`config.mk`:
```
export PLATFORM = sky130hd
export DESIGN_NAME = pipeline_hazard_ctrl_flat
export DESIGN_NICKNAME = d
export VERILOG_FILES = /design/src/rtl/pipeline_hazard_ctrl_if.sv /design/src/rtl/pipeline_hazard_ctrl.sv /design/src/flat_wrapper.sv
export SDC_FILE = /design/constraint.sdc
export NUM_CORES = 1
export LEC_CHECK = 0
export CORE_MARGIN = 2
export CORE_UTILIZATION = 34
export CTS_CLUSTER_SIZE = 25
export DETAILED_ROUTE_END_ITERATION = 7
export PLACE_DENSITY = 0.95
export SLEW_MARGIN = 0
export SYNTH_ARGS = -nofsm -noshare
export SYNTH_HDL_FRONTEND = slang
export SYNTH_SLANG_ARGS = --single-unit
```
`constraint.sdc`:
```
create_clock -name stg_clk -period 3.4 [get_ports stg_clk]
set_input_delay 0.68 -clock stg_clk [delete_from_list [all_inputs] [get_ports stg_clk]]
set_output_delay 0.68 -clock stg_clk [all_outputs]
set_load 0.03 [all_outputs]
```
`src/rtl/pipeline_hazard_ctrl_if.sv`:
```
// Bundle between the pipeline datapath and the hazard/control unit.
// master: datapath side (drives stage info, consumes controls).
// slave : hazard unit (consumes stage info, drives controls).
// Control outputs are level signals acting on the current stg_clk edge; the
// counter update pair is a registered valid/data pulse with no back-pressure:
// counter_upd is meaningful only in a cycle where counter_upd_valid is 1.
interface pipeline_hazard_ctrl_if;
  logic       id_valid;
  logic [4:0] id_rs1;
  logic [4:0] id_rs2;
  logic       id_rs1_used;
  logic       id_rs2_used;
  logic       ex_valid;
  logic [4:0] ex_rd;
  logic       ex_rd_memory;
  logic       ex_save_to_reg;
  logic       ex_is_branch;
  logic       ex_branch_prediction;
  logic       ex_branch_taken;
  logic [1:0] ex_counter;
  logic       mem_busy;
  logic       if_ena;
  logic       id_ena;
  logic       if_x;
  logic       id_x;
  logic       ex_x;
  logic       redirect;
  logic [1:0] counter_upd;
  logic       counter_upd_valid;

  modport master (
    output id_valid, id_rs1, id_rs2, id_rs1_used, id_rs2_used,
    output ex_valid, ex_rd, ex_rd_memory, ex_save_to_reg, ex_is_branch,
    output ex_branch_prediction, ex_branch_taken, ex_counter, mem_busy,
    input  if_ena, id_ena, if_x, id_x, ex_x, redirect,
    input  counter_upd, counter_upd_valid
  );

  modport slave (
    input  id_valid, id_rs1, id_rs2, id_rs1_used, id_rs2_used,
    input  ex_valid, ex_rd, ex_rd_memory, ex_save_to_reg, ex_is_branch,
    input  ex_branch_prediction, ex_branch_taken, ex_counter, mem_busy,
    output if_ena, id_ena, if_x, id_x, ex_x, redirect,
    output counter_upd, counter_upd_valid
  );
endinterface

```
`src/rtl/pipeline_hazard_ctrl.sv`:
```
// Hazard/control unit: converts load-use, mispredict and memory-wait
// conditions into fetch/decode/execute latch enables, flushes and a PC
// redirect, and produces the saturating 2-bit predictor counter update.
// Optional macro HAZARD_PERF_CNT_EN adds stall/flush performance counters;
// without it stall_cycles and flush_events are constant 0.
module pipeline_hazard_ctrl #(
  parameter int unsigned FLUSH_CYCLES = 1,
  parameter int unsigned COUNT_W      = 32
) (
  input  logic                 stg_clk,
  input  logic                 reset,
  pipeline_hazard_ctrl_if.slave hz,
  output logic [1:0]           state,
  output logic [COUNT_W-1:0]   stall_cycles,
  output logic [COUNT_W-1:0]   flush_events
);

  typedef enum logic [1:0] {
    ST_RUN      = 2'd0,
    ST_MEM_WAIT = 2'd1,
    ST_FLUSH    = 2'd2
  } state_t;

  state_t     state_q, state_d;
  logic [3:0] cnt_q, cnt_d;
  logic [1:0] cu_q, cu_d;
  logic       cuv_q, cuv_d;

  logic if_ena_c, id_ena_c, if_x_c, id_x_c, ex_x_c, redirect_c;
  logic run_rules;
  logic mispredict, load_use;
  logic [1:0] ctr_next;

  assign mispredict = hz.ex_valid & hz.ex_is_branch &
                      (hz.ex_branch_prediction != hz.ex_branch_taken);

  assign load_use = hz.ex_valid & hz.ex_rd_memory & hz.ex_save_to_reg &
                    (hz.ex_rd != 5'd0) & hz.id_valid &
                    ((hz.id_rs1_used & (hz.id_rs1 == hz.ex_rd)) |
                     (hz.id_rs2_used & (hz.id_rs2 == hz.ex_rd)));

  // Saturating predictor counter step toward the resolved direction.
  assign ctr_next = hz.ex_branch_taken ?
                    ((hz.ex_counter == 2'd3) ? 2'd3 : hz.ex_counter + 2'd1) :
                    ((hz.ex_counter == 2'd0) ? 2'd0 : hz.ex_counter - 2'd1);

  // Next state and same-cycle latch controls; MEM_WAIT exit reuses RUN rules.
  always_comb begin
    state_d    = state_q;
    cnt_d      = cnt_q;
    if_ena_c   = 1'b0;
    id_ena_c   = 1'b0;
    if_x_c     = 1'b0;
    id_x_c     = 1'b0;
    ex_x_c     = 1'b0;
    redirect_c = 1'b0;
    run_rules  = 1'b0;
    case (state_q)
      ST_RUN:      run_rules = 1'b1;
      ST_MEM_WAIT: begin
        if (!hz.mem_busy) run_rules = 1'b1;
      end
      ST_FLUSH: begin
        // Decode only sees bubbles here, so load_use is not evaluated.
        if (!hz.mem_busy) begin
          if_ena_c = 1'b1;
          id_ena_c = 1'b1;
          id_x_c   = 1'b1;
          cnt_d    = cnt_q - 4'd1;
          if (cnt_q <= 4'd1) begin
            state_d = ST_RUN;
            cnt_d   = 4'd0;
          end
        end
      end
      default: state_d = ST_RUN;
    endcase
    if (run_rules) begin
      if (hz.mem_busy) begin
        state_d = ST_MEM_WAIT;
      end else if (mispredict) begin
        if_ena_c   = 1'b1;
        id_ena_c   = 1'b1;
        if_x_c     = 1'b1;
        id_x_c     = 1'b1;
        redirect_c = 1'b1;
        if (FLUSH_CYCLES != 0) begin
          state_d = ST_FLUSH;
          cnt_d   = 4'(FLUSH_CYCLES);
        end else begin
          state_d = ST_RUN;
        end
      end else if (load_use) begin
        ex_x_c  = 1'b1;
        state_d = ST_RUN;
      end else begin
        if_ena_c = 1'b1;
        id_ena_c = 1'b1;
        state_d  = ST_RUN;
      end
    end
    // Controls are held inactive for as long as reset is asserted.
    if (reset) begin
      if_ena_c   = 1'b0;
      id_ena_c   = 1'b0;
      if_x_c     = 1'b0;
      id_x_c     = 1'b0;
      ex_x_c     = 1'b0;
      redirect_c = 1'b0;
    end
  end

  // Counter update: one-cycle pulse per branch leaving an unfrozen execute.
  always_comb begin
    cu_d  = cu_q;
    cuv_d = 1'b0;
    if (hz.ex_valid && hz.ex_is_branch && !hz.mem_busy) begin
      cu_d  = ctr_next;
      cuv_d = 1'b1;
    end
  end

  // State, flush down-counter and counter-update registers.
  always_ff @(posedge stg_clk or posedge reset) begin
    if (reset) begin
      state_q <= ST_RUN;
      cnt_q   <= 4'd0;
      cu_q    <= 2'd0;
      cuv_q   <= 1'b0;
    end else begin
      state_q <= state_d;
      cnt_q   <= cnt_d;
      cu_q    <= cu_d;
      cuv_q   <= cuv_d;
    end
  end

  assign hz.if_ena            = if_ena_c;
  assign hz.id_ena            = id_ena_c;
  assign hz.if_x              = if_x_c;
  assign hz.id_x              = id_x_c;
  assign hz.ex_x              = ex_x_c;
  assign hz.redirect          = redirect_c;
  assign hz.counter_upd       = cu_q;
  assign hz.counter_upd_valid = cuv_q;
  assign state                = state_q;

`ifdef HAZARD_PERF_CNT_EN
  logic [COUNT_W-1:0] stall_q, stall_d, flush_q, flush_d;

  // Wrapping counts of decode-stall cycles and mispredicts acted on.
  always_comb begin
    stall_d = stall_q + (id_ena_c ? COUNT_W'(0) : COUNT_W'(1));
    flush_d = flush_q + (redirect_c ? COUNT_W'(1) : COUNT_W'(0));
  end

  // Performance counter registers.
  always_ff @(posedge stg_clk or posedge reset) begin
    if (reset) begin
      stall_q <= '0;
      flush_q <= '0;
    end else begin
      stall_q <= stall_d;
      flush_q <= flush_d;
    end
  end

  assign stall_cycles = stall_q;
  assign flush_events = flush_q;
`else
  assign stall_cycles = '0;
  assign flush_events = '0;
`endif

endmodule
```
`src/flat_wrapper.sv`:
```
// flat-port wrapper written by rule: the top's interface ports become plain ports
module pipeline_hazard_ctrl_flat 
#(
  parameter int unsigned FLUSH_CYCLES = 1,
  parameter int unsigned COUNT_W      = 32
)
  (stg_clk, reset, state, stall_cycles, flush_events, hz_id_valid, hz_id_rs1, hz_id_rs2, hz_id_rs1_used, hz_id_rs2_used, hz_ex_valid, hz_ex_rd, hz_ex_rd_memory, hz_ex_save_to_reg, hz_ex_is_branch, hz_ex_branch_prediction, hz_ex_branch_taken, hz_ex_counter, hz_mem_busy, hz_if_ena, hz_id_ena, hz_if_x, hz_id_x, hz_ex_x, hz_redirect, hz_counter_upd, hz_counter_upd_valid);
  pipeline_hazard_ctrl_if hz_i ();
  input  logic stg_clk;
  input  logic reset;
  output logic [1:0] state;
  output logic [COUNT_W-1:0] stall_cycles;
  output logic [COUNT_W-1:0] flush_events;
  input wire logic [$bits(hz_i.id_valid)-1:0] hz_id_valid;
  input wire logic [$bits(hz_i.id_rs1)-1:0] hz_id_rs1;
  input wire logic [$bits(hz_i.id_rs2)-1:0] hz_id_rs2;
  input wire logic [$bits(hz_i.id_rs1_used)-1:0] hz_id_rs1_used;
  input wire logic [$bits(hz_i.id_rs2_used)-1:0] hz_id_rs2_used;
  input wire logic [$bits(hz_i.ex_valid)-1:0] hz_ex_valid;
  input wire logic [$bits(hz_i.ex_rd)-1:0] hz_ex_rd;
  input wire logic [$bits(hz_i.ex_rd_memory)-1:0] hz_ex_rd_memory;
  input wire logic [$bits(hz_i.ex_save_to_reg)-1:0] hz_ex_save_to_reg;
  input wire logic [$bits(hz_i.ex_is_branch)-1:0] hz_ex_is_branch;
  input wire logic [$bits(hz_i.ex_branch_prediction)-1:0] hz_ex_branch_prediction;
  input wire logic [$bits(hz_i.ex_branch_taken)-1:0] hz_ex_branch_taken;
  input wire logic [$bits(hz_i.ex_counter)-1:0] hz_ex_counter;
  input wire logic [$bits(hz_i.mem_busy)-1:0] hz_mem_busy;
  output wire logic [$bits(hz_i.if_ena)-1:0] hz_if_ena;
  output wire logic [$bits(hz_i.id_ena)-1:0] hz_id_ena;
  output wire logic [$bits(hz_i.if_x)-1:0] hz_if_x;
  output wire logic [$bits(hz_i.id_x)-1:0] hz_id_x;
  output wire logic [$bits(hz_i.ex_x)-1:0] hz_ex_x;
  output wire logic [$bits(hz_i.redirect)-1:0] hz_redirect;
  output wire logic [$bits(hz_i.counter_upd)-1:0] hz_counter_upd;
  output wire logic [$bits(hz_i.counter_upd_valid)-1:0] hz_counter_upd_valid;
  assign hz_i.id_valid = hz_id_valid;
  assign hz_i.id_rs1 = hz_id_rs1;
  assign hz_i.id_rs2 = hz_id_rs2;
  assign hz_i.id_rs1_used = hz_id_rs1_used;
  assign hz_i.id_rs2_used = hz_id_rs2_used;
  assign hz_i.ex_valid = hz_ex_valid;
  assign hz_i.ex_rd = hz_ex_rd;
  assign hz_i.ex_rd_memory = hz_ex_rd_memory;
  assign hz_i.ex_save_to_reg = hz_ex_save_to_reg;
  assign hz_i.ex_is_branch = hz_ex_is_branch;
  assign hz_i.ex_branch_prediction = hz_ex_branch_prediction;
  assign hz_i.ex_branch_taken = hz_ex_branch_taken;
  assign hz_i.ex_counter = hz_ex_counter;
  assign hz_i.mem_busy = hz_mem_busy;
  assign hz_if_ena = hz_i.if_ena;
  assign hz_id_ena = hz_i.id_ena;
  assign hz_if_x = hz_i.if_x;
  assign hz_id_x = hz_i.id_x;
  assign hz_ex_x = hz_i.ex_x;
  assign hz_redirect = hz_i.redirect;
  assign hz_counter_upd = hz_i.counter_upd;
  assign hz_counter_upd_valid = hz_i.counter_upd_valid;
  pipeline_hazard_ctrl #(.FLUSH_CYCLES(FLUSH_CYCLES), .COUNT_W(COUNT_W)) u_core (.stg_clk(stg_clk), .reset(reset), .hz(hz_i), .state(state), .stall_cycles(stall_cycles), .flush_events(flush_events));
endmodule
```
* Word-level counts from Yosys, hierarchy flattened *
Cells that the tools add are included.
W data, S select, Z words.

word-level totals
  bits in registers = 9
  logic and storage cells = 72

cells by class
  add/subtract/negate cells = 3
  order comparisons = 1
  equality and inequality tests = 9
  muxes and demuxes = 37
  bitwise gates (word level) = 10
  reduce and logical (&&, ||, !) cells = 8

operators by type and width
  cell                   number
  $mux W4                6
  $mux W1                21
  $mux W2                8
  $eq A5 B5 Y1           2
  $and A1 B1 Y1          9
  $reduce_bool A5 Y1     1
  $eq A2 B2 Y1 const B   2
  $le A4 B1 Y1 const B   1
  $logic_not A2 Y1       2
  $pmux W2 S2            1
  $sub A4 B1 Y4 const B  1
  $ne A3 B1 Y1 const B   1
  $ne A3 B2 Y1 const B   1
  $reduce_and A3 Y1      1
  $add A2 B1 Y2 const B  1
  $eq A2 B1 Y1 const B   1
  $logic_and A1 B1 Y1    2
  $ne A2 B1 Y1 const B   1
  $pmux W1 S2            1
  $reduce_or A2 Y1       1
  $sub A2 B1 Y2 const B  1
  $logic_not A1 Y1       1
  $ne A1 B1 Y1           1
  $or A1 B1 Y1           1

* Longest topological paths before layout *
Gate-level depths: netlist (run 1).

  depth in word-level cells = 10
  gate-level depth with buffers = 6
  gate-level depth less buffers = 6

* Worst setup path before layout (run 1) *
OpenSTA, ideal clock, no wires.

  path type = input-to-output
  from = in hz_ex_branch_prediction
  to = out hz_redirect
  arrival = 2,376 ps
  slack = 344 ps
  stages = 4
  path through = xnor2_1 or2_2 nor4_1 buf_4

between the ends
  word-level cells in the longest chain between the ends = 6

ends and longest elaborated chain
  what                   line                        RTL
  start, declared        flat_wrapper.sv:24          input wire logic [$bits(hz_i.ex_branch_prediction)-1:0] hz_ex_branch_prediction;
  $ne A1 B1 Y1           pipeline_hazard_ctrl.sv:35  (hz.ex_branch_prediction != hz.ex_branch_taken);
  $and A1 B1 Y1          pipeline_hazard_ctrl.sv:34  assign mispredict = hz.ex_valid & hz.ex_is_branch &
  $mux W1 (4 in series)  -
  end, declared          flat_wrapper.sv:33          output wire logic [$bits(hz_i.redirect)-1:0] hz_redirect;

Every way passes these cells.

* Final worst setup path (run 1) *
  from = in hz_ex_branch_taken
  to = out hz_if_x

between the ends
  word-level cells in the longest chain between the ends = 6

ends and longest elaborated chain
  what             line                         RTL
  start, declared  flat_wrapper.sv:25           input wire logic [$bits(hz_i.ex_branch_taken)-1:0] hz_ex_branch_taken;
  $ne A1 B1 Y1     pipeline_hazard_ctrl.sv:35
  $and A1 B1 Y1    pipeline_hazard_ctrl.sv:34
  $mux W1          pipeline_hazard_ctrl.sv:81   end else if (mispredict) begin
  $mux W1          pipeline_hazard_ctrl.sv:79   if (hz.mem_busy) begin
  $mux W1          pipeline_hazard_ctrl.sv:78   if (run_rules) begin
  $mux W1          pipeline_hazard_ctrl.sv:103  if (reset) begin
  end, declared    flat_wrapper.sv:30           output wire logic [$bits(hz_i.if_x)-1:0] hz_if_x;

Every way passes these cells.

==> out/qor.csv, run 1 <==
stage,metric,value,unit
outcome,status,"finished, final reports clean",
worst_setup_path,r2r_cells,4,
route,drt_iter0_drc,14,
worst_setup_path,reg2reg_to,u_core.cnt_q[3],
yosys,synthAdderAreaFrac,2.99,%
sta,fin_crit_sh,96.2,%
cells_and_area,fillCellCount,353,
yosys,synthCells,143,
yosys,yosysTopAreaCell,buf_4,
worst_setup_path,crit_fanout,3,
worst_setup_path,cp.required,2720,ps
placed_design,place.port_buffers,39,
sta,timing.setup.tns,0,ps
clock_network,ctsResizeCount,0,
route,vias,832,
placed_design,hpwl,1800,um
clock_network,h-tree-depth,1,
worst_setup_path,critPathTopFamily,buffers and inverters,
worst_setup_path,crit_arrival,2590,ps
worst_setup_path,r2r_start,u_core.state[1],
clock_network,cts_buffers,3,
route,antenna_left,0,
yosys,yosys_register_bits,9,
worst_hold_path,holdCritStartpoint,u_core.hz.counter_upd[1],
placed_design,gp_congestion,0.793,
cells_and_area,fin_area,0.00139,sq mm
worst_setup_path,worst-path-stages,5,
clock_network,path_clk_slew,60,ps
worst_setup_path,end_kind,output pin,
yosys,synth-simple-area-share,16.0,%
clock_network,max-clock-path-buffers,2,
clock_network,cts_tree,yes,
die,rows,21,
yosys,synth_cell_types,32,
route,wirelength,1990,um
sta,worstMarginPinSlew,608,ps
global_route,grt_max_degree,11,
clock_network,cts_sinks,9,
yosys,synth_edf_count,0,
worst_setup_path,cp.buffers_inverters,2,
sta,setup_viol_count_final,0,
clock_network,root_buffer,clkbuf_4,
yosys,synth_common_cells,"buf_4 (67), xnor2_1 (11), dfrtp_1 (9)",
sta,whs,493,ps
sta,period_minus_slack,3270,ps
route,firstDrtPassIters,4,
die,die_x,62.7,um
worst_setup_path,cpPeakStageDelay,740,ps
yosys,synth-xor-area-share,8.24,%
yosys,synth_seq_area_share,19.3,%
die,dieArea,0.00393,sq mm
global_route,grt_antenna_before_repair,0,
job,drv_cap,0,
worst_setup_path,rrSetupSlack,1510,ps
power,p_leak,0.688,nW
yosys,synthArstFlopShare,100,%
yosys,synth_top_family_by_area,buffers and inverters,
die,start_util,35.3,%
sta,fmax,0.306,GHz
yosys,yosysMostFrequentCell,buf_4,
sta,fin_skew,4.53,ps
global_route,globalRouteOverflowTotal,0,
yosys,syn_area,0.00117,sq mm
worst_setup_path,critPathLaunchType,input pin,
route,routedWlPerCell,8.69,um
power,p_per_area,328,mW/mm^2
sta,rsz0062_at_grt,no,
worst_hold_path,min_path_cells,2,
die,die_y,62.7,um
cells_and_area,nets,215,
worst_hold_path,hold_path_class,reg2reg,
yosys,synth_warnings,0,
worst_setup_path,crit_top_cell,clkdlybuf4s50_1,
placed_design,place_area,0.00135,sq mm
cells_and_area,n_antenna_cell,0,
yosys,synth_top_area_share,43.0,%
yosys,yosys-top-cells-area,"buf_4 (43%), dfrtp_1 (19%), xnor2_1 (8.2%)",
power,ir_drop,207,uV
route,routed_via_density,3.63,
global_route,grt_pass1_wl,3020,um
cells_and_area,synthToLayoutAreaGrowth,18.4,%
clock_network,cts_setup_buffers,0,
cells_and_area,drive_gt1_share,7.65,%
sta,final_hold_viol_count,0,
worst_setup_path,criticalPathCategory,in2out,
sta,max-slew-margin-rel,59.1,%
yosys,synth_flop_cell,dfrtp_1,
yosys,syn_area_per_cell,8.18,sq um
clock_network,clk-insertion-delay-late,260,ps
yosys,synth_mux_area_share,1.82,%
route,route.detailed.drc,0,
global_route,grt_pass1_vias,694,
sta,slew_viol_final,0,
die,pin_count,104,
yosys,synth_compound_gate_area_share,6.10,%
worst_setup_path,crit_slowest_cell,clkdlybuf4s50_1,
worst_setup_path,cp_cell_sequence,clkdlybuf4s50_1 -> xnor2_1 -> or2_2 -> nor4_1 -> clkdlybuf4s50_1,
worst_hold_path,hold_path_end,u_core.hz.counter_upd[1],
clock_network,ctsHoldBuffers,0,
global_route,groute.usage.overall,9.61,%
die,core_area,0.00331,sq mm
[worst max-delay path by stage]
| stage | slack (ps) | endpoint | startpoint |
|---|---|---|---|
| 2_1_floorplan | 340 | hz_redirect | hz_ex_branch_prediction |
| 3_3_place_gp | 70 | hz_id_x | hz_ex_branch_taken |
| 3_5_place_dp | 20 | hz_id_x | hz_ex_branch_taken |
| 4_1_cts | 8 | hz_id_x | hz_ex_branch_taken |
| 5_1_grt | 10 | hz_if_x | hz_ex_branch_taken |
| 6_report | 130 | hz_if_x | hz_ex_branch_taken |
[where the power goes]
| group | internal [mW] | switching [mW] |
|---|---|---|
| Clock | 0.0452 | 0.0369 |
| Combinational | 0.0780 | 0.159 |
| Sequential | 0.121 | 0.0131 |
[cell type report]
cell class | count | area (sq um) | share of cell area [%]
multi-input combinational | 123 | 652 | 47.1
timing repair buffer | 40 | 398 | 28.7
sequential | 9 | 225 | 16.3
tap | 46 | 57.6 | 4.16
clock buffer | 4 | 26.3 | 1.90
inverter | 7 | 26.3 | 1.90
[worst min-delay path, stage by stage, from the launching register on]
cell and delay, ps:
dfrtp_1 350, nand2_1 50, o31ai_1 60
[cell usage in the layout, fill, tap and decap left out, types with 2 or more instances in the layout]
cell and count:
clkbuf_4 3, inv_1 7, buf_4 3, nor3_1 4, or2_2 2, dfrtp_1 9, nand2_1 6, a21oi_1 2
nor4_1 2, dlymetal6s2s_1 2, clkdlybuf4s50_1 35, xnor2_1 11, or4_1 2, nor3b_1 2, nand4_1 3, a211o_2 2
nor2_1 5, ha_1 2, conb_1 64
[state kept, by name, indices dropped and copies added (netlist names)]
name / count
u_core.hz.counter_upd: 2
u_core.cnt_q: 4
u_core.state: 2
u_core.hz.counter_upd_valid: 1
[cells by family after synthesis]
kind of cell,count (synthesis)
flops,9
mux,2
simple gates,33
buf+inv,74
other cells,1
compound gates,10
fa+ha+maj,3
xor+xnor,11
[metal layers]
layer  vias up  global-route usage, %  share of wire [%]
li1        417                      -                  -
met1       367                   10.4                 38
met5         -                      0                  0
met2        48                   17.7                 52
met3         0                   3.78                9.9
met4         0                   1.67                  0
[stage by stage]
step / instances / power, mW / setup slack (ps) / utilization, %
5_1_grt: 229 / 0.487 / 11.1 / 41.8
3_5_place_dp: 225 / 0.374 / 21.6 / 40.9
6_report: 229 / 0.454 / 128 / 41.8
2_1_floorplan: 206 / 0.362 / 344 / -
4_1_cts: 229 / 0.460 / 7.57 / 41.7
3_3_place_gp: 225 / 0.367 / 68.9 / 40.9
(Power assumes the default switching activity.)
==> run 2, diff against run 1 <==
--- a/config.mk
+++ b/config.mk
@@ -6,10 +6,10 @@
 export NUM_CORES = 1
 export LEC_CHECK = 0
 export CORE_MARGIN = 2
-export CORE_UTILIZATION = 34
+export CORE_UTILIZATION = 32
 export CTS_CLUSTER_SIZE = 25
 export DETAILED_ROUTE_END_ITERATION = 7
-export PLACE_DENSITY = 0.95
+export PLACE_DENSITY = 0.91
 export SLEW_MARGIN = 0
 export SYNTH_ARGS = -nofsm -noshare
 export SYNTH_HDL_FRONTEND = slang
==> constraint.sdc (replaced) <==
create_clock -name stg_clk -period 3.72 [get_ports stg_clk]
set_input_delay 0.744 -clock stg_clk [delete_from_list [all_inputs] [get_ports stg_clk]]
set_output_delay 0.744 -clock stg_clk [all_outputs]
set_load 0.03 [all_outputs]
==> out/qor.csv, run 2 (same netlist as run 1, synthesis figures left out) <==
stage,metric,value,unit,change
worst_setup_path,cpPeakStageDelay,720,ps,-20 ps
clock_network,max-clock-path-buffers,2,,unchanged
sta,setup_viol_count_final,0,,unchanged
sta,max-slew-margin-rel,61.1,%,+2.0 points
route,routedWlPerCell,9.14,um,+5.3%
clock_network,cts_setup_buffers,0,,unchanged
cells_and_area,largest_register,u_core.cnt_q,,
global_route,grt_pass1_wl,3110,um,+3.2%
cells_and_area,n_antenna_cell,0,,unchanged
route,drt_iter0_drc,32,,+18
placed_design,place.port_buffers,39,,unchanged
worst_setup_path,crit_arrival,2860,ps,+270 ps
worst_setup_path,crit_slowest_cell,clkdlybuf4s50_1,,
worst_setup_path,r2r_cells,4,,unchanged
sta,fin_crit_sh,97.0,%,
die,dieArea,0.00416,sq mm,+5.8%
clock_network,cts_tree,yes,,
die,start_util,34.2,%,-1.1 points
worst_setup_path,cp.buffers_inverters,2,,unchanged
placed_design,hpwl,1890,um,+5.1%
clock_network,clk-insertion-delay-late,260,ps,about the same
worst_setup_path,cp.required,2980,ps,+260 ps
job,drv_cap,0,,unchanged
cells_and_area,layout.cells.most_common_list,"conb_1 (64), clkdlybuf4s50_1 (39), xnor2_1 (11)",,
clock_network,path_clk_slew,60,ps,about the same
global_route,met3_usage,4.17,%,+0.38 points
cells_and_area,synthToLayoutAreaGrowth,18.4,%,unchanged
clock_network,cts_buffers,3,,unchanged
power,p_leak,0.648,nW,-5.8%
outcome,status,"finished, final reports clean",,
sta,timing.setup.tns,0,ps,unchanged
sta,rsz0062_at_grt,no,,
die,core_area,0.00342,sq mm,+3.2%
power,p_per_area,300,mW/mm^2,-8.5%
route,antenna_left,0,,unchanged
worst_setup_path,criticalPathCategory,in2out,,
worst_setup_path,cp_cell_sequence,clkdlybuf4s50_1 -> or4_1 -> nor2_1 -> nor3b_1 -> a31oi_1 -> clkdlybuf4s50_1,,
worst_hold_path,hold_path_class,reg2reg,,
worst_setup_path,r2r_start,u_core.state[1],,
worst_setup_path,end_kind,output pin,,
cells_and_area,fillCellCount,358,,+1.4%
global_route,grtUsageMet2,16.9,%,-0.81 points
global_route,groute.usage.overall,9.73,%,+0.12 points
global_route,grt_antenna_before_repair,0,,unchanged
cells_and_area,final_core_util,40.5,%,-1.3 points
worst_setup_path,rrSetupSlack,1820,ps,+310 ps
route,vias,854,,+2.6%
sta,period_minus_slack,3610,ps,
die,pin_count,104,,unchanged
sta,worstMarginPinSlew,579,ps,-29.1 ps
die,die_y,64.5,um,+2.9%
worst_setup_path,critPathTopFamily,buffers and inverters,,
route,route.detailed.drc,0,,unchanged
worst_setup_path,reg2reg_to,u_core.cnt_q[3],,
cells_and_area,layout_commonest_cell,conb_1,,
worst_hold_path,holdCritStartpoint,u_core.hz.counter_upd[1],,
worst_hold_path,min_path_cells,2,,unchanged
clock_network,root_buffer,clkbuf_4,,
worst_setup_path,crit_top_cell,clkdlybuf4s50_1,,
sta,fmax,0.277,GHz,
clock_network,ctsResizeCount,0,,unchanged
cells_and_area,drive_gt1_share,6.56,%,-1.1 points
global_route,grt_pass1_vias,691,,-0.43%
global_route,use_met1,10.4,%,-0.014 points
sta,fin_skew,1.89,ps,-2.64 ps
cells_and_area,largest_reg_flops,4,,unchanged
die,rows,21,,unchanged
route,routed_via_density,3.73,,+2.6%
worst_hold_path,hold_path_end,u_core.hz.counter_upd[1],,
clock_network,cts_sinks,9,,unchanged
global_route,grt_max_degree,11,,unchanged
global_route,globalRouteOverflowTotal,0,,unchanged
worst_setup_path,startpoint,hz_ex_rd[2],,
die,die_x,64.5,um,+2.9%
worst_setup_path,crit_fanout,3,,unchanged
worst_setup_path,critPathLaunchType,input pin,,
cells_and_area,nets,215,,unchanged
global_route,grt_busiest_layer,met2,,
power,ir_drop,174,uV,-16%
sta,final_hold_viol_count,0,,unchanged
route,wirelength,2090,um,+5.3%
placed_design,gp_congestion,0.855,,+7.8%
clock_network,ctsHoldBuffers,0,,unchanged
sta,slew_viol_final,0,,unchanged
clock_network,h-tree-depth,1,,unchanged
route,firstDrtPassIters,4,,unchanged
==> run 2: cell count changes in the layout (fill, tap and decap cells not counted) <==
cell             delta
dlymetal6s2s_1      -2
clkdlybuf4s50_1     +4
buf_4               -2
==> run 2: power by group <==
part	switching, mW	internal, mW	leakage (nW)
Combinational	0.146	0.0718	0.517
Clock	0.0332	0.0413	0.0150
Sequential	0.0121	0.111	0.116
==> run 2: how the worst max path moves through the flow <==
stage | to | slack, ps | cells past startpoint
4_1_cts | hz_id_ena | 130 | 6
3_3_place_gp | hz_id_ena | 150 | 6
5_1_grt | hz_id_ena | 50 | 6
6_report | hz_id_ena | 110 | 6
3_5_place_dp | hz_id_ena | 140 | 6
2_1_floorplan | hz_redirect | 540 | 4
==> run 2: metal layers <==
layer / vias to the layer above / wire length, um
met5: - / 0
met1: 390 / 798
met4: 0 / 9
li1: 416 / -
met3: 2 / 199
met2: 46 / 1090
==> run 2: worst min-delay path, stage by stage (launching register included) <==
cell	delay (ps)
dfrtp_1	340
nand2_1	50
o31ai_1	50
==> run 2: area by class of cell <==
| type | instances | area (sq um) | share of cell area, % |
|---|---|---|---|
| clock buffer | 4 | 26.3 | 1.90 |
| timing repair buffer | 40 | 398 | 28.7 |
| sequential | 9 | 225 | 16.3 |
| inverter | 7 | 26.3 | 1.90 |
| multi-input combinational | 123 | 652 | 47.1 |
| tap | 46 | 57.6 | 4.16 |
==> run 2: stage by stage <==
step	instance area [sq um]	worst slack, ps	power [mW]	hold WS (ps)	instances
floorplan	1410	536	0.331	507	206
global placement	1360	153	0.337	463	225
detailed placement	1360	136	0.342	465	225
CTS	1390	126	0.421	479	229
global route	1390	45.2	0.445	524	229
finish	1390	112	0.415	473	229
==> run 3, diff against run 2 <==
--- a/config.mk
+++ b/config.mk
@@ -5,11 +5,11 @@
 export SDC_FILE = /design/constraint.sdc
 export NUM_CORES = 1
 export LEC_CHECK = 0
-export CORE_MARGIN = 2
-export CORE_UTILIZATION = 32
+export CORE_MARGIN = 5
+export CORE_UTILIZATION = 29
 export CTS_CLUSTER_SIZE = 25
 export DETAILED_ROUTE_END_ITERATION = 7
-export PLACE_DENSITY = 0.91
+export PLACE_DENSITY = 0.88
 export SLEW_MARGIN = 0
 export SYNTH_ARGS = -nofsm -noshare
 export SYNTH_HDL_FRONTEND = slang
==> constraint.sdc (replaced) <==
create_clock -name stg_clk -period 3.19 [get_ports stg_clk]
set_input_delay 0.638 -clock stg_clk [delete_from_list [all_inputs] [get_ports stg_clk]]
set_output_delay 0.638 -clock stg_clk [all_outputs]
set_load 0.03 [all_outputs]
==> out/qor.csv, run 3 (same netlist as run 1, synthesis figures left out) <==
stage,metric,value,unit,change
global_route,grt_pass1_vias,693,,+0.29%
die,die_x,73.5,um,+14%
clock_network,ctsResizeCount,0,,unchanged
cells_and_area,final_core_util,35.2,%,-5.4 points
sta,fin_crit_sh,89.3,%,
die,pin_count,104,,unchanged
sta,timing.setup.tns,0,ps,unchanged
cells_and_area,synthToLayoutAreaGrowth,18.5,%,about the same
cells_and_area,n_antenna_cell,0,,unchanged
worst_setup_path,critPathLaunchType,input pin,,
power,seq_power_share,27.6,%,-2.0 points
worst_setup_path,crit_slowest_cell,or4_1,,
die,dieArea,0.00540,sq mm,+30%
power,ir_drop,223,uV,+28%
worst_setup_path,criticalPathCategory,in2out,,
route,routedWlPerCell,9.96,um,+8.9%
worst_setup_path,end_kind,output pin,,
worst_setup_path,cp-endpoint,hz_if_ena,,
cells_and_area,nets,214,,-0.47%
route,wirelength,2310,um,+10%
route,vias,849,,-0.59%
worst_setup_path,startpoint,hz_ex_rd[0],,
die,start_util,29.7,%,-4.6 points
worst_setup_path,r2r_cells,4,,unchanged
cells_and_area,drive_gt1_share,9.34,%,+2.8 points
placed_design,hpwl,2090,um,+11%
worst_hold_path,hold_path_class,reg2reg,,
global_route,grt_max_degree,11,,unchanged
power,p_per_area,381,mW/mm^2,+27%
global_route,grt_antenna_before_repair,0,,unchanged
clock_network,cts_buffers,3,,unchanged
outcome,status,"finished, final reports clean",,
sta,slew_viol_final,0,,unchanged
worst_setup_path,crit_fanout,3,,unchanged
route,route.detailed.drc,0,,unchanged
cells_and_area,layout_commonest_cell,conb_1,,
placed_design,place_area,0.00134,sq mm,-1.3%
worst_setup_path,r2r_start,u_core.state[1],,
route,drt_iter0_drc,35,,+9.4%
clock_network,max-clock-path-buffers,2,,unchanged
route,antenna_left,0,,unchanged
clock_network,cts_tree,yes,,
power,internal_power,298,uW,+33%
sta,max-slew-margin-rel,60.5,%,-0.61 points
power,p_comb_share,47.8,%,-4.7 points
sta,setup_viol_count_final,0,,unchanged
sta,rsz0062_at_grt,no,,
clock_network,cts_setup_buffers,0,,unchanged
clock_network,cts_sinks,9,,unchanged
worst_setup_path,rrSetupSlack,1300,ps,-520 ps
sta,fin_skew,4.00,ps,+2.11 ps
global_route,groute.usage.overall,7.50,%,-2.2 points
clock_network,clk-insertion-delay-late,230,ps,-30 ps
job,drv_cap,0,,unchanged
clock_network,ctsHoldBuffers,0,,unchanged
placed_design,gp_congestion,0.842,,-1.5%
power,p_leak,0.662,nW,+2.2%
die,die_y,73.5,um,+14%
sta,final_hold_viol_count,0,,unchanged
placed_design,place.port_buffers,39,,unchanged
worst_setup_path,cp_cell_sequence,clkdlybuf4s50_1 -> or4_1 -> nor2_1 -> nor3b_1 -> a31oi_1 -> buf_4,,
clock_network,root_buffer,clkbuf_8,,
worst_setup_path,reg2reg_to,u_core.cnt_q[3],,
global_route,grt_pass1_wl,3160,um,+1.6%
power,p_switching,229,uW,+20%
power,p_sw_share,43.5,%,-2.6 points
sta,fmax,0.351,GHz,
cells_and_area,fin_area,0.00139,sq mm,about the same
route,routed_via_density,3.66,,-1.9%
worst_setup_path,crit_arrival,2210,ps,-650 ps
cells_and_area,largest_register,u_core.cnt_q,,
cells_and_area,largest_reg_flops,4,,unchanged
cells_and_area,layout.cells.most_common_list,"conb_1 (64), clkdlybuf4s50_1 (33), xnor2_1 (11)",,
global_route,globalRouteOverflowTotal,0,,unchanged
worst_setup_path,cpPeakStageDelay,540,ps,-180 ps
power,total_power,528,uW,+27%
sta,worstMarginPinSlew,588,ps,+9.08 ps
power,power.share.clock,24.6,%,+6.7 points
worst_setup_path,cp.required,2550,ps,-430 ps
clock_network,path_clk_slew,40,ps,-20 ps
die,core_area,0.00394,sq mm,+15%
sta,period_minus_slack,2850,ps,
clock_network,h-tree-depth,1,,unchanged
die,rows,23,,+9.5%
route,firstDrtPassIters,4,,unchanged
run 3: changes by cell type in the layout (fill, tap and decap cells not counted), sizes merged:
cell / change
buf: +5
clkdlybuf4s50: -6
run 3: worst min-delay path by stage:
stage	startpoint	to	slack, ps	cells after the start
after floorplan	reset	u_core.cnt_q[0]	470	1
after global placement	u_core.hz.counter_upd[1]	u_core.hz.counter_upd[1]	480	2
after detailed placement	u_core.hz.counter_upd[1]	u_core.hz.counter_upd[1]	470	2
after CTS	u_core.hz.counter_upd[1]	u_core.hz.counter_upd[1]	490	2
after global routing	u_core.hz.counter_upd[1]	u_core.hz.counter_upd[1]	510	2
final	u_core.hz.counter_upd[1]	u_core.hz.counter_upd[1]	500	2
run 3: layer usage:
layer	up-vias	GRT usage [%]	share of wire [%]
met1	378	9.13	37
met2	52	12.4	49
li1	417	-	-
met4	0	2.41	1.0
met3	2	2.46	13
met5	-	0	0
run 3: area by class of cell:
cell class	instances	area, sq um
multi-input cells	123	652
inverters	7	26.3
fillers	423	2560
clock buffers	4	45.0
well taps	50	62.6
flip-flops and latches	9	225
repair buffers	39	375
run 3: metrics by stage:
step,hold slack [ps],worst slack [ps],std cells
6_report,503,340,232
3_5_place_dp,471,323,228
3_3_place_gp,481,344,228
4_1_cts,490,324,232
2_1_floorplan,466,218,206
5_1_grt,506,235,232
run 3: power by group through the flow:
stage / Sequential, mW / Combinational [mW] / Clock [mW]
2_1_floorplan: 0.156 / 0.229 / 0
3_3_place_gp: 0.145 / 0.247 / 0
3_5_place_dp: 0.146 / 0.251 / 0
4_1_cts: 0.145 / 0.251 / 0.137
5_1_grt: 0.147 / 0.272 / 0.142
6_report: 0.145 / 0.252 / 0.130
run 3: worst max-delay path, delay by kind of cell:
kind                   cells  cell delay, ps
AOI/OAI and AO/OA          1             210
buffers and inverters      2             670
and+or+nand+nor            3             700
